**config.mk**
```make
export PLATFORM = sky130hd
export DESIGN_NAME = key_bounce_gen
export DESIGN_NICKNAME = d
export VERILOG_FILES = /design/src/rtl/key_bounce_gen.sv
export SDC_FILE = /design/constraint.sdc
export NUM_CORES = 1
export LEC_CHECK = 0
export ABC_AREA = 1
export BUFFER_PORTS_ARGS = -buffer_cell sky130_fd_sc_hd__buf_2
export CAP_MARGIN = 20
export CORE_ASPECT_RATIO = 0.5
export CORE_UTILIZATION = 37
export CTS_CLUSTER_DIAMETER = 150
export CTS_CLUSTER_SIZE = 12
export DETAILED_ROUTE_END_ITERATION = 10
export HOLD_SLACK_MARGIN = 0.08
export SLEW_MARGIN = 10
export SYNTH_ARGS = -nofsm -noshare
export SYNTH_HDL_FRONTEND = slang
export SYNTH_SLANG_ARGS = --single-unit
```
**constraint.sdc**
```tcl
create_clock -name sysclk -period 2.6 [get_ports sysclk]
set_input_delay 0.13 -clock sysclk [delete_from_list [all_inputs] [get_ports sysclk]]
set_output_delay 0.13 -clock sysclk [all_outputs]
set_load 0.01 [all_outputs]
```
**src/rtl/key_bounce_gen.sv**
```systemverilog
// Emulates a mechanical key press: LFSR-driven contact bounce on press and release,
// a stable hold phase and a quiet gap. The gap's final cycle pulses done and bumps press_cnt.
module key_bounce_gen #(
   parameter int unsigned BOUNCE_CYCLES  = 50_000,
   parameter int unsigned CHATTER_CYCLES = 1_000,
   parameter int unsigned GAP_CYCLES     = 250_000,
   parameter logic [15:0] SEED           = 16'hACE1
) (
   input  logic        sysclk,
   input  logic        rst_n,
   input  logic        start,
   input  logic        abort,
   input  logic [31:0] hold_len,
   output logic        key_out,
   output logic        busy,
   output logic        done,
   output logic [15:0] press_cnt
);

   localparam int unsigned SUB_W = (CHATTER_CYCLES > 1) ? $clog2(CHATTER_CYCLES) : 1;
   localparam logic [31:0]      BNC_LAST  = 32'(BOUNCE_CYCLES - 1);
   localparam logic [31:0]      GAP_LAST  = 32'(GAP_CYCLES - 1);
   localparam logic [SUB_W-1:0] CHAT_LAST = SUB_W'(CHATTER_CYCLES - 1);

   typedef enum logic [2:0] {IDLE, PRESS_BNC, HOLD, REL_BNC, GAP} state_t;

   state_t           state, state_nxt;
   logic [31:0]      phase;
   logic [31:0]      hold_q;
   logic [SUB_W-1:0] sub;
   logic [15:0]      lfsr;
   logic             key_nxt;
   logic             accept;
   logic             in_bnc;
   logic             tick;
   logic             lfsr_fb;

   assign busy    = (state != IDLE);
   assign lfsr_fb = lfsr[0] ^ lfsr[2] ^ lfsr[3] ^ lfsr[5];

   always_comb begin
      state_nxt = state;
      key_nxt   = key_out;
      done      = 1'b0;
      accept    = 1'b0;
      in_bnc    = (state == PRESS_BNC) || (state == REL_BNC);
      // A tick on the last bounce cycle still steps the LFSR; the next state's entry level wins on key_out.
      tick      = in_bnc && (sub == CHAT_LAST) && !abort;
      case (state)
         IDLE: begin
            key_nxt = 1'b0;
            if (start && !abort) begin
               state_nxt = PRESS_BNC;
               key_nxt   = 1'b1;
               accept    = 1'b1;
            end
         end
         PRESS_BNC: begin
            if (tick) key_nxt = lfsr[0];
            if (phase == BNC_LAST) begin
               state_nxt = HOLD;
               key_nxt   = 1'b1;
            end
         end
         HOLD: begin
            key_nxt = 1'b1;
            if (phase == hold_q - 32'd1) begin
               state_nxt = REL_BNC;
               key_nxt   = 1'b0;
            end
         end
         REL_BNC: begin
            if (tick) key_nxt = lfsr[0];
            if (phase == BNC_LAST) begin
               state_nxt = GAP;
               key_nxt   = 1'b0;
            end
         end
         GAP: begin
            key_nxt = 1'b0;
            if (phase == GAP_LAST) begin
               state_nxt = IDLE;
               done      = 1'b1;
            end
         end
         default: begin
            state_nxt = IDLE;
            key_nxt   = 1'b0;
         end
      endcase
      if (abort && (state != IDLE)) begin
         state_nxt = IDLE;
         key_nxt   = 1'b0;
         done      = 1'b0;
      end
   end

   always_ff @(posedge sysclk) begin
      if (!rst_n) begin
         state     <= IDLE;
         key_out   <= 1'b0;
         phase     <= '0;
         sub       <= '0;
         lfsr      <= SEED;
         hold_q    <= '0;
         press_cnt <= '0;
      end else begin
         state   <= state_nxt;
         key_out <= key_nxt;
         if ((state_nxt != state) || (state_nxt == IDLE)) phase <= '0;
         else                                              phase <= phase + 32'd1;
         if ((state_nxt != state) || !in_bnc || tick) sub <= '0;
         else                                         sub <= sub + 1'b1;
         if (accept) hold_q <= (hold_len == 32'd0) ? 32'd1 : hold_len;
         if (tick)   lfsr   <= {lfsr_fb, lfsr[15:1]};
         if (done)   press_cnt <= press_cnt + 16'd1;
      end
   end

endmodule

```
* After elaboration in Yosys (flattened, before gate mapping)
Cells that the tools add are included. W data, S select, Z words.
Operators by class: add/subtract/negate cells 4, equality and inequality tests 9, mux-type cells 18, bitwise operators 4, reduce and logical (&&, ||, !) cells 17
Operators by type and width (number):
- $add A32 B1 Y32 const B | 1
- $eq A32 B16 Y1 const B | 1
- $eq A32 B18 Y1 const B | 1
- $eq A32 B32 Y1 | 1
- $logic_not A32 Y1 | 1
- $mux W32 | 1
- $sub A32 B1 Y32 const B | 1
- $mux W3 | 6
- $add A16 B1 Y16 const B | 1
- $pmux W3 S5 | 1
- $add A10 B1 Y10 const B | 1
- $eq A10 B10 Y1 const B | 1
- $mux W1 | 9
- $eq A3 B2 Y1 const B | 2
- $logic_not A3 Y1 | 2
- $reduce_or A2 Y1 | 3
- $logic_and A1 B1 Y1 | 4
- $logic_or A1 B1 Y1 | 4
- $pmux W1 S4 | 1
- $eq A3 B1 Y1 const B | 1
- $eq A3 B3 Y1 const B | 1
- $ne A3 B3 Y1 | 1
- $reduce_bool A3 Y1 | 1
- $xor A1 B1 Y1 | 3
- 2 further kinds | 3
Word-level totals: flip-flop bits (word level) 110, input bits 36, output and inout bits 19, logic and storage cells 59

* Longest topological paths before layout
Gate-level depths: netlist of run 1.
depth after elaboration 9, mapped depth 22, depth with buffers taken out 21

* Worst setup path before layout of run 1
Ideal clock, no wire load.
path type reg-to-reg, start reg hold_q[0], end reg phase[1], library setup time 0.073 ns, arrival time 2.196 ns, required time 2.527 ns, slack 0.331 ns, cell stages (with the launch flop) 22, path buffers 1, period minus slack after synthesis 2.269 ns, path through dfxtp_1 inv_1 ha_1 nand2_2 inv_2 nand2_2 nor2_2 nand2_1 nand2_1 nand2_1 nor2_1 nand2_1 nor2_1 nand2_1 nor2_2 nand3_2 nand2_2 nand3_1 nand2_1 inv_2 buf_6 nor3_2
On the way: longest elaborated chain between the ends 8, elaborated cells between the ends (all ways) 9, those cells by class 1 x add/sub; 2 x eq/ne; 3 x mux; 3 x reduce/logical
Ends and longest elaborated chain:
- start: declaration | line 29 | logic [31:0] hold_q;
- start signal: assignment | line 114 | if (accept) hold_q <= (hold_len == 32'd0) ? 32'd1 : hold_len;
- $sub A32 B1 Y32 (*) | line 67 | if (phase == hold_q - 32'd1) begin
- $eq A32 B32 Y1 (*) | line 67
- $mux W3 (*) | line 67
- $pmux W3 S5 (*) | line 49 | case (state)
- $mux W3 (*) | line 91 | if (abort && (state != IDLE)) begin
- $ne A3 B3 Y1 / $logic_not A3 Y1 (equally long branches) | line 110 | if ((state_nxt != state) || (state_nxt == IDLE)) phase <= '0;
- $logic_or A1 B1 Y1 (*) | line 110
- $reduce_or A2 Y1 (no source line) (*)
- end signal: assignment | line 111 | else phase <= phase + 32'd1;
- end: declaration | line 28 | logic [31:0] phase;
Every way passes the cells marked *; elsewhere a longest branch is shown, timed or not. A chain may end at the register's enable or synchronous reset.

* Worst setup path after layout of run 1
start reg hold_q[5], end reg phase[20]
The elaborated chain is that of the path after synthesis.

==> metrics, run 1 <==
most frequently used flop master after synthesis=sky130_fd_sc_hd__dfxtp_1; remaining antenna violation count=0; count of input and output buffers=54; count of TritonRoute iterations in the first routing pass=6; kind of capture point of the worst setup path=register; remaining global-route overflow=0; Crit Path Class=register to register; number of enable flip-flop cells after synthesis=0; CTS Sinks=110; area of placed instances=7530 um2; standard cell with the maximum stage delay on the critical path=sky130_fd_sc_hd__dfxtp_1; worst-case headroom to the max-slew limit=0.621; final standard cell area without fillers=8440 um2; total of fill cells in the finished design=1818; Worst Reg2Reg Path Length in Cells=18; Leak Pwr=3.46 nW; placeable core region=17600 um2; most crowded layer after global routing=met2; flop and latch count out of synthesis=110; Cell Rows=34; power after layout=0.00404 W; diode insertion count for antenna repair=0; met1 usage in global routing=0.279; Least-Margin Pin Slew=563 ps; Setup Skew=16.2 ps; post-synthesis instance area=6740 um2; die width=slightly below 200 um; HPWL after detailed placement=14.3 mm; CP Max Fanout=17; endpoints failing setup=0; final weighted congestion in routability-driven placement=1.01; via count of the first global-routing pass=between 6000 and 7000; TritonCTS clock tree=built; area growth from synthesis to layout=25.2%; Synth Instances=990; Placed Cells=between 1000 and 1500; top-level port count=55; final worst-path setup slack=~46 ps; reg2reg end=phase[20]; pre-CTS setup slack=-91.4 ps; total die area=18800 um2; initial cell density of the core=0.383; number of maximum-capacitance constraint violations=0; global-route wire length before repair=30.7 mm; y dimension of the die=~97 um; top-area cell type share of the netlist area=0.327; number of vias in the routed layout=6680; fraction of the yosys area taken by sequential cells=0.327; Avg Cell Area, Syn=6.81 um2; post-synth top area cell=sky130_fd_sc_hd__dfxtp_1; flop-to-flop setup slack=approximately 46 ps; root cell of the clock tree=sky130_fd_sc_hd__clkbuf_16; maximum clock frequency=0.392 GHz; startpoint class of the critical path=register; largest net degree at the start of global routing=57; Tmin final=2550 ps; top post-synthesis cells by area=sky130_fd_sc_hd__dfxtp_1 33%, sky130_fd_sc_hd__nand2_1 12%, sky130_fd_sc_hd__nor2_1 8.4%; Overall Global Routing Usage=0.203; ordered cell list for the critical path=nor2_2 > nand2_1 > inv_2 > nand2_1 > nor2_1 > nand3_1 > nand3_1 > nand2_1 > nor2_1 > nand3_1 > nor2_2 > nand3_2 > nand2_2 > nand2_2 > nand2_2 > nand3_4 > buf_12 > nor3_2; RR Startpoint=hold_q[5]; number of max-slew violations in the final report=0; Cell variety after synth=41; Inserted Clock Buffers=9; number of levels in the clock H-tree=3; cell depth of the worst min-delay path=3; worst hold start=hold_len[2]; count of synthesis-stage warnings from yosys=0; latest clock arrival within the worst-skew pair=around 360 ps; unrepaired setup endpoints after global routing=yes; proportion of layout cells with a drive suffix above 1=0.236; iteration-0 DRC count of the detailed router=492; post-synth net total=1030; peak supply drop=327 uV; number of vias per cell after detailed routing=4.97; register clock-pin slew on the reported worst setup and hold paths=80 ps; buffer levels on the longest clock path=2; number of failing hold endpoints at the final stage=0; worst hold-check path type=input port to register; required arrival time at the worst endpoint=~2900 ps; Post-route DRC=0; final layout net count=1144; met3 Resource Use GR=0.0339; most used standard cell by instance count after synthesis=sky130_fd_sc_hd__nand2_1; share of the clock period used by the worst path after layout=0.982; most numerous cell types in the synthesized netlist=213 x sky130_fd_sc_hd__nand2_1, 151 x sky130_fd_sc_hd__nor2_1, 126 x sky130_fd_sc_hd__inv_1, 110 x sky130_fd_sc_hd__dfxtp_1, 50 x sky130_fd_sc_hd__xor2_1; Post-Route WL=~19 mm; worst hold endpoint=hold_q[2]; pwr/cell area=478 nW/um2; crit-path max cell delay=360 ps; number of antenna violations at the first check in global routing=0; WL/cell=between 10 and 15 um; data arrival time of the critical path=2840 ps; Final Non-Filler Cells=1343; FFs w/ async S/R, synth=0; run status=finished clean; met2 routing resource usage after global routing=0.330
[per-layer routing]
layer,share of wire,vias up
li1,-,3414
met1,0.48,3116
met2,0.46,124
met3,0.043,26
met4,0.015,0
met5,0,-
[power breakdown]
group | total (W) | switching, W | internal [W]
sequential | 0.00178 | 0.0000537 | 0.00172
clock | 0.00140 | 0.000718 | 0.000684
combinational | 0.000861 | 0.000538 | 0.000323
total | 0.00404 | 0.00131 | 0.00273
[sequential cells by signal, indices dropped and copies added (netlist names)]
| name | flops |
|---|---|
| state | 3 |
| lfsr | 16 |
| phase | 32 |
| key_out | 1 |
| hold_q | 32 |
| press_cnt | 16 |
| sub | 10 |
[through the flow]
step           setup TNS, ps  utilization  hold WS, ps
2_1_floorplan              0            -          275
3_3_place_gp           -3.96        0.427          391
3_5_place_dp           -2110        0.427          394
4_1_cts                    0        0.460         81.6
5_1_grt                -3210        0.479         87.4
6_report                   0        0.479         79.7
[placed cells by master (no fill, tap or decap), types with 7 or more instances in the layout]
| cell type | n |
|---|---|
| sky130_fd_sc_hd__nor3_4 | 7 |
| sky130_fd_sc_hd__nor4_1 | 19 |
| sky130_fd_sc_hd__nand3_1 | 43 |
| sky130_fd_sc_hd__dfxtp_1 | 102 |
| sky130_fd_sc_hd__buf_4 | 45 |
| sky130_fd_sc_hd__inv_2 | 11 |
| sky130_fd_sc_hd__clkbuf_16 | 9 |
| sky130_fd_sc_hd__dlygate4sd3_1 | 22 |
| sky130_fd_sc_hd__dfxtp_2 | 8 |
| sky130_fd_sc_hd__a21oi_1 | 28 |
| sky130_fd_sc_hd__nand3_2 | 7 |
| sky130_fd_sc_hd__xnor2_1 | 22 |
| sky130_fd_sc_hd__nor2_1 | 128 |
| sky130_fd_sc_hd__inv_1 | 120 |
| sky130_fd_sc_hd__nor3_2 | 29 |
| sky130_fd_sc_hd__nand4_1 | 23 |
| sky130_fd_sc_hd__nor3_1 | 17 |
| sky130_fd_sc_hd__nor2_4 | 10 |
| sky130_fd_sc_hd__xor2_1 | 49 |
| sky130_fd_sc_hd__a211oi_1 | 25 |
| sky130_fd_sc_hd__nand2_1 | 202 |
| sky130_fd_sc_hd__o21ai_0 | 21 |
| sky130_fd_sc_hd__buf_2 | 54 |
| sky130_fd_sc_hd__nor2_2 | 31 |
| sky130_fd_sc_hd__nand2_2 | 17 |
[area by class of cell]
type | instances | area, um2 | share of cell area
clock inverters | 7 | 76.3 | 0.00904
clock buffers | 9 | 225 | 0.0267
multi-input cells | 719 | 4180 | 0.495
flip-flops and latches | 110 | 2210 | 0.262
inverters | 135 | 512 | 0.0606
well taps | 234 | 293 | 0.0347
repair buffers | 129 | 943 | 0.112
[worst max-delay path by stage]
stage	end	from	depth (start not counted)	slack, ps
5_1_grt	phase[27]	hold_q[5]	18	-140
3_3_place_gp	phase[31]	hold_q[1]	19	-4
2_1_floorplan	phase[1]	hold_q[0]	21	330
3_5_place_dp	phase[4]	hold_q[1]	19	-90
4_1_cts	phase[1]	hold_q[16]	18	8
6_report	phase[20]	hold_q[5]	18	50
[worst max-delay path, delay by kind of cell, from the launching register on]
kind | cells | cell delay, ps
simple gates | 16 | 1850
flops | 1 | 360
buf+inv | 2 | 280
[logic make-up after synthesis]
group | after synthesis | synth area share
muxes | 1 | 0.00148
xor gates and xnor gates | 72 | 0.0935
AOI/OAI and AO/OA | 87 | 0.0772
buffers and inverters | 162 | 0.0976
DFF | 110 | 0.327
adders and majority gates | 4 | 0.00742
and+or+nand+nor | 554 | 0.396
[timing repair]
action | 4_1_cts | 5_1_grt
gates resized for setup | 13 | 80
hold buffers | 22 | 0
gates cloned | 0 | 1
hold endpoints to repair | 22 | 0
setup endpoints to repair | 35 | 46
setup buffers | 1 | 6
pin swaps | 3 | 10
Power figures use the tool's default switching activity.
==> run 2, diff against run 1 <==
--- a/config.mk
+++ b/config.mk
@@ -8,12 +8,13 @@
 export ABC_AREA = 1
 export BUFFER_PORTS_ARGS = -buffer_cell sky130_fd_sc_hd__buf_2
 export CAP_MARGIN = 20
-export CORE_ASPECT_RATIO = 0.5
+export CORE_ASPECT_RATIO = 1.2
 export CORE_UTILIZATION = 37
 export CTS_CLUSTER_DIAMETER = 150
 export CTS_CLUSTER_SIZE = 12
 export DETAILED_ROUTE_END_ITERATION = 10
 export HOLD_SLACK_MARGIN = 0.08
+export PLACE_DENSITY = 0.62
 export SLEW_MARGIN = 10
 export SYNTH_ARGS = -nofsm -noshare
 export SYNTH_HDL_FRONTEND = slang
==> constraint.sdc (replaced) <==
create_clock -name sysclk -period 3.1 [get_ports sysclk]
set_input_delay 0.155 -clock sysclk [delete_from_list [all_inputs] [get_ports sysclk]]
set_output_delay 0.155 -clock sysclk [all_outputs]
set_load 0.01 [all_outputs]
==> run 2 against run 1 <==
Compared with the run above: the flow now finishes with violations (DRC); routed wire length decreased by 9.3%; critical path depth rose by 1; setup slack better by 350 ps.
==> metrics, run 2 (synthesis results as in run 1) <==
global-route wire length before repair=28.6 mm (-6.8%); WL/cell=13.3 um (-5.0%); final worst-path setup slack=400 ps (+354 ps); most common cell after layout, fill and taps aside=sky130_fd_sc_hd__nand2_1; area growth from synthesis to layout=15.2%; final weighted congestion in routability-driven placement=0.914 (-9.4%); Setup TNS=0 ps (unchanged); violated checks=DRC; number of max-slew violations in the final report=0 (unchanged); peak supply drop=278 uV (-15%); run status=complete, but fails checks; count of input and output buffers=54 (unchanged); number of vias per cell after detailed routing=4.93 (-0.98%); standard cell with the maximum stage delay on the critical path=sky130_fd_sc_hd__dfxtp_1; share of the clock period used by the worst path after layout=0.871 (-0.111); area of placed instances=7240 um2 (-3.9%); Least-Margin Pin Slew=782 ps (+218 ps); TritonCTS clock tree=built; crit-path max cell delay=330 ps (-30 ps); Post-Route WL=17.1 mm (-9.3%); data arrival time of the critical path=2990 ps (+150 ps); worst hold endpoint=hold_q[14]; worst hold start=hold_len[14]; pre-CTS setup slack=211 ps (+302 ps); reg2reg end=phase[31]; count of TritonRoute iterations in the first routing pass=11 (+5); number of levels in the clock H-tree=3 (unchanged); initial cell density of the core=0.381 (-0.00203); cell depth of the worst min-delay path=3 (unchanged); largest registers=hold_q: 32 flops, phase: 32 flops; flop-to-flop setup slack=400 ps (+350 ps); placeable core region=17700 um2 (+0.53%); post-layout utilization of the core=0.439 (-0.0408); ordered cell list for the critical path=inv_2 > ha_2 > nand3_1 > nor2_4 > nand3_1 > nand2_1 > nand2_1 > nand2_1 > nand2_1 > nor2_1 > nand3_1 > nor2_2 > nand3_2 > nand2_2 > nand3_1 > nand2_1 > inv_4 > buf_12 > nor3_1; iteration-0 DRC count of the detailed router=312 (-37%); number of vias in the routed layout=6314 (-5.5%); commonest cells after routing, fill and taps aside=212 x sky130_fd_sc_hd__nand2_1, 151 x sky130_fd_sc_hd__nor2_1, 125 x sky130_fd_sc_hd__inv_1, 110 x sky130_fd_sc_hd__dfxtp_1, 54 x sky130_fd_sc_hd__buf_2; pwr/cell area=422 nW/um2 (-12%); endpoints failing setup=0 (unchanged); RR Startpoint=hold_q[0]; worst hold-check path type=input port to register; latest clock arrival within the worst-skew pair=370 ps (about the same); via count of the first global-routing pass=5999 (-5.0%); power after layout=0.00328 W (-19%); Post-route DRC=2 (+2); top-level port count=55 (unchanged); total die area=18800 um2 (-0.16%); final layout net count=1097 (-4.1%); CTS Sinks=110 (unchanged); maximum clock frequency=0.370 GHz (-5.4%); diode insertion count for antenna repair=0 (unchanged); Tmin final=2700 ps (+146 ps); Overall Global Routing Usage=0.191 (-0.0125); Worst Reg2Reg Path Length in Cells=19 (+1); Crit Path Class=register to register; unrepaired setup endpoints after global routing=no; CP Max Fanout=11 (-6); number of failing hold endpoints at the final stage=0 (unchanged); die width=125 um (-35%); Setup Skew=10.8 ps (-5.39 ps); worst-case headroom to the max-slew limit=0.478 (-0.143); remaining global-route overflow=0 (unchanged); root cell of the clock tree=sky130_fd_sc_hd__clkbuf_16; y dimension of the die=150 um (+54%); largest net degree at the start of global routing=57 (unchanged); proportion of layout cells with a drive suffix above 1=0.153 (-0.0837); Leak Pwr=3.14 nW (-9.2%); Inserted Clock Buffers=9 (unchanged); number of maximum-capacitance constraint violations=0 (unchanged); startpoint class of the critical path=register; HPWL after detailed placement=13.2 mm (-7.5%); Cell Rows=53 (+56%); register clock-pin slew on the reported worst setup and hold paths=80 ps (about the same); buffer levels on the longest clock path=2 (unchanged); required arrival time at the worst endpoint=3390 ps (+510 ps); remaining antenna violation count=0 (unchanged); number of antenna violations at the first check in global routing=0 (unchanged); most used cell along the critical path=sky130_fd_sc_hd__nand2_1; kind of capture point of the worst setup path=register; final standard cell area without fillers=7770 um2 (-8.0%)
-- run 2: timing repair --
| action | in CTS | in global routing |
|---|---|---|
| gates resized for setup | 0 | 6 |
| hold buffers | 18 | 0 |
| setup endpoints to repair | 0 | 33 |
| setup buffers | 0 | 3 |
| hold endpoints to repair | 18 | 0 |
-- run 2: final cells by class --
cell class                      count  area (um2)
Sequential cell                   110        2200
Clock buffer                        9         225
Fill cell                        1848        9940
Timing Repair Buffer               83         583
Tap cell                          220         275
Multi-Input combinational cell    718        3900
Inverter                          135         509
Clock inverter                      7        75.1
-- run 2: how the worst max path moves through the flow --
stage	startpoint	endpoint	slack (ps)
floorplan	hold_q[0]	phase[1]	830
global placement	hold_q[0]	phase[5]	250
CTS	hold_q[0]	phase[0]	180
finish	hold_q[0]	phase[31]	400
global route	hold_q[0]	phase[31]	5
detailed placement	hold_q[0]	phase[0]	210
-- run 2: through the flow --
step                      instances  hold WS [ps]
final                          1282          93.6
after floorplan                 990           300
after CTS                      1279          81.2
after global routing           1282          92.1
after global placement         1245           421
after detailed placement       1245           424
-- run 2: per-layer routing --
| layer | global-route usage | wire length, um | vias to the layer above |
|---|---|---|---|
| met1 | 0.238 | 8070 | 2848 |
| met5 | 0 | 0 | - |
| met4 | 0.0823 | 399 | 0 |
| li1 | - | - | 3306 |
| met3 | 0.0275 | 624 | 24 |
| met2 | 0.329 | 7990 | 136 |
-- run 2: critical path: cells and delay by family, from the launching register on --
family | cells | cell delay, ps
and+or+nand+nor | 15 | 1680
DFF | 1 | 330
adders and majority gates | 1 | 220
buffers and inverters | 3 | 370
-- run 2: report_power, final --
group	internal, W	leakage [nW]	switching [W]	total (W)
Clock	0.000576	0.150	0.000610	0.00119
Sequential	0.00144	0.892	0.0000395	0.00148
Combinational	0.000221	2.10	0.000388	0.000609
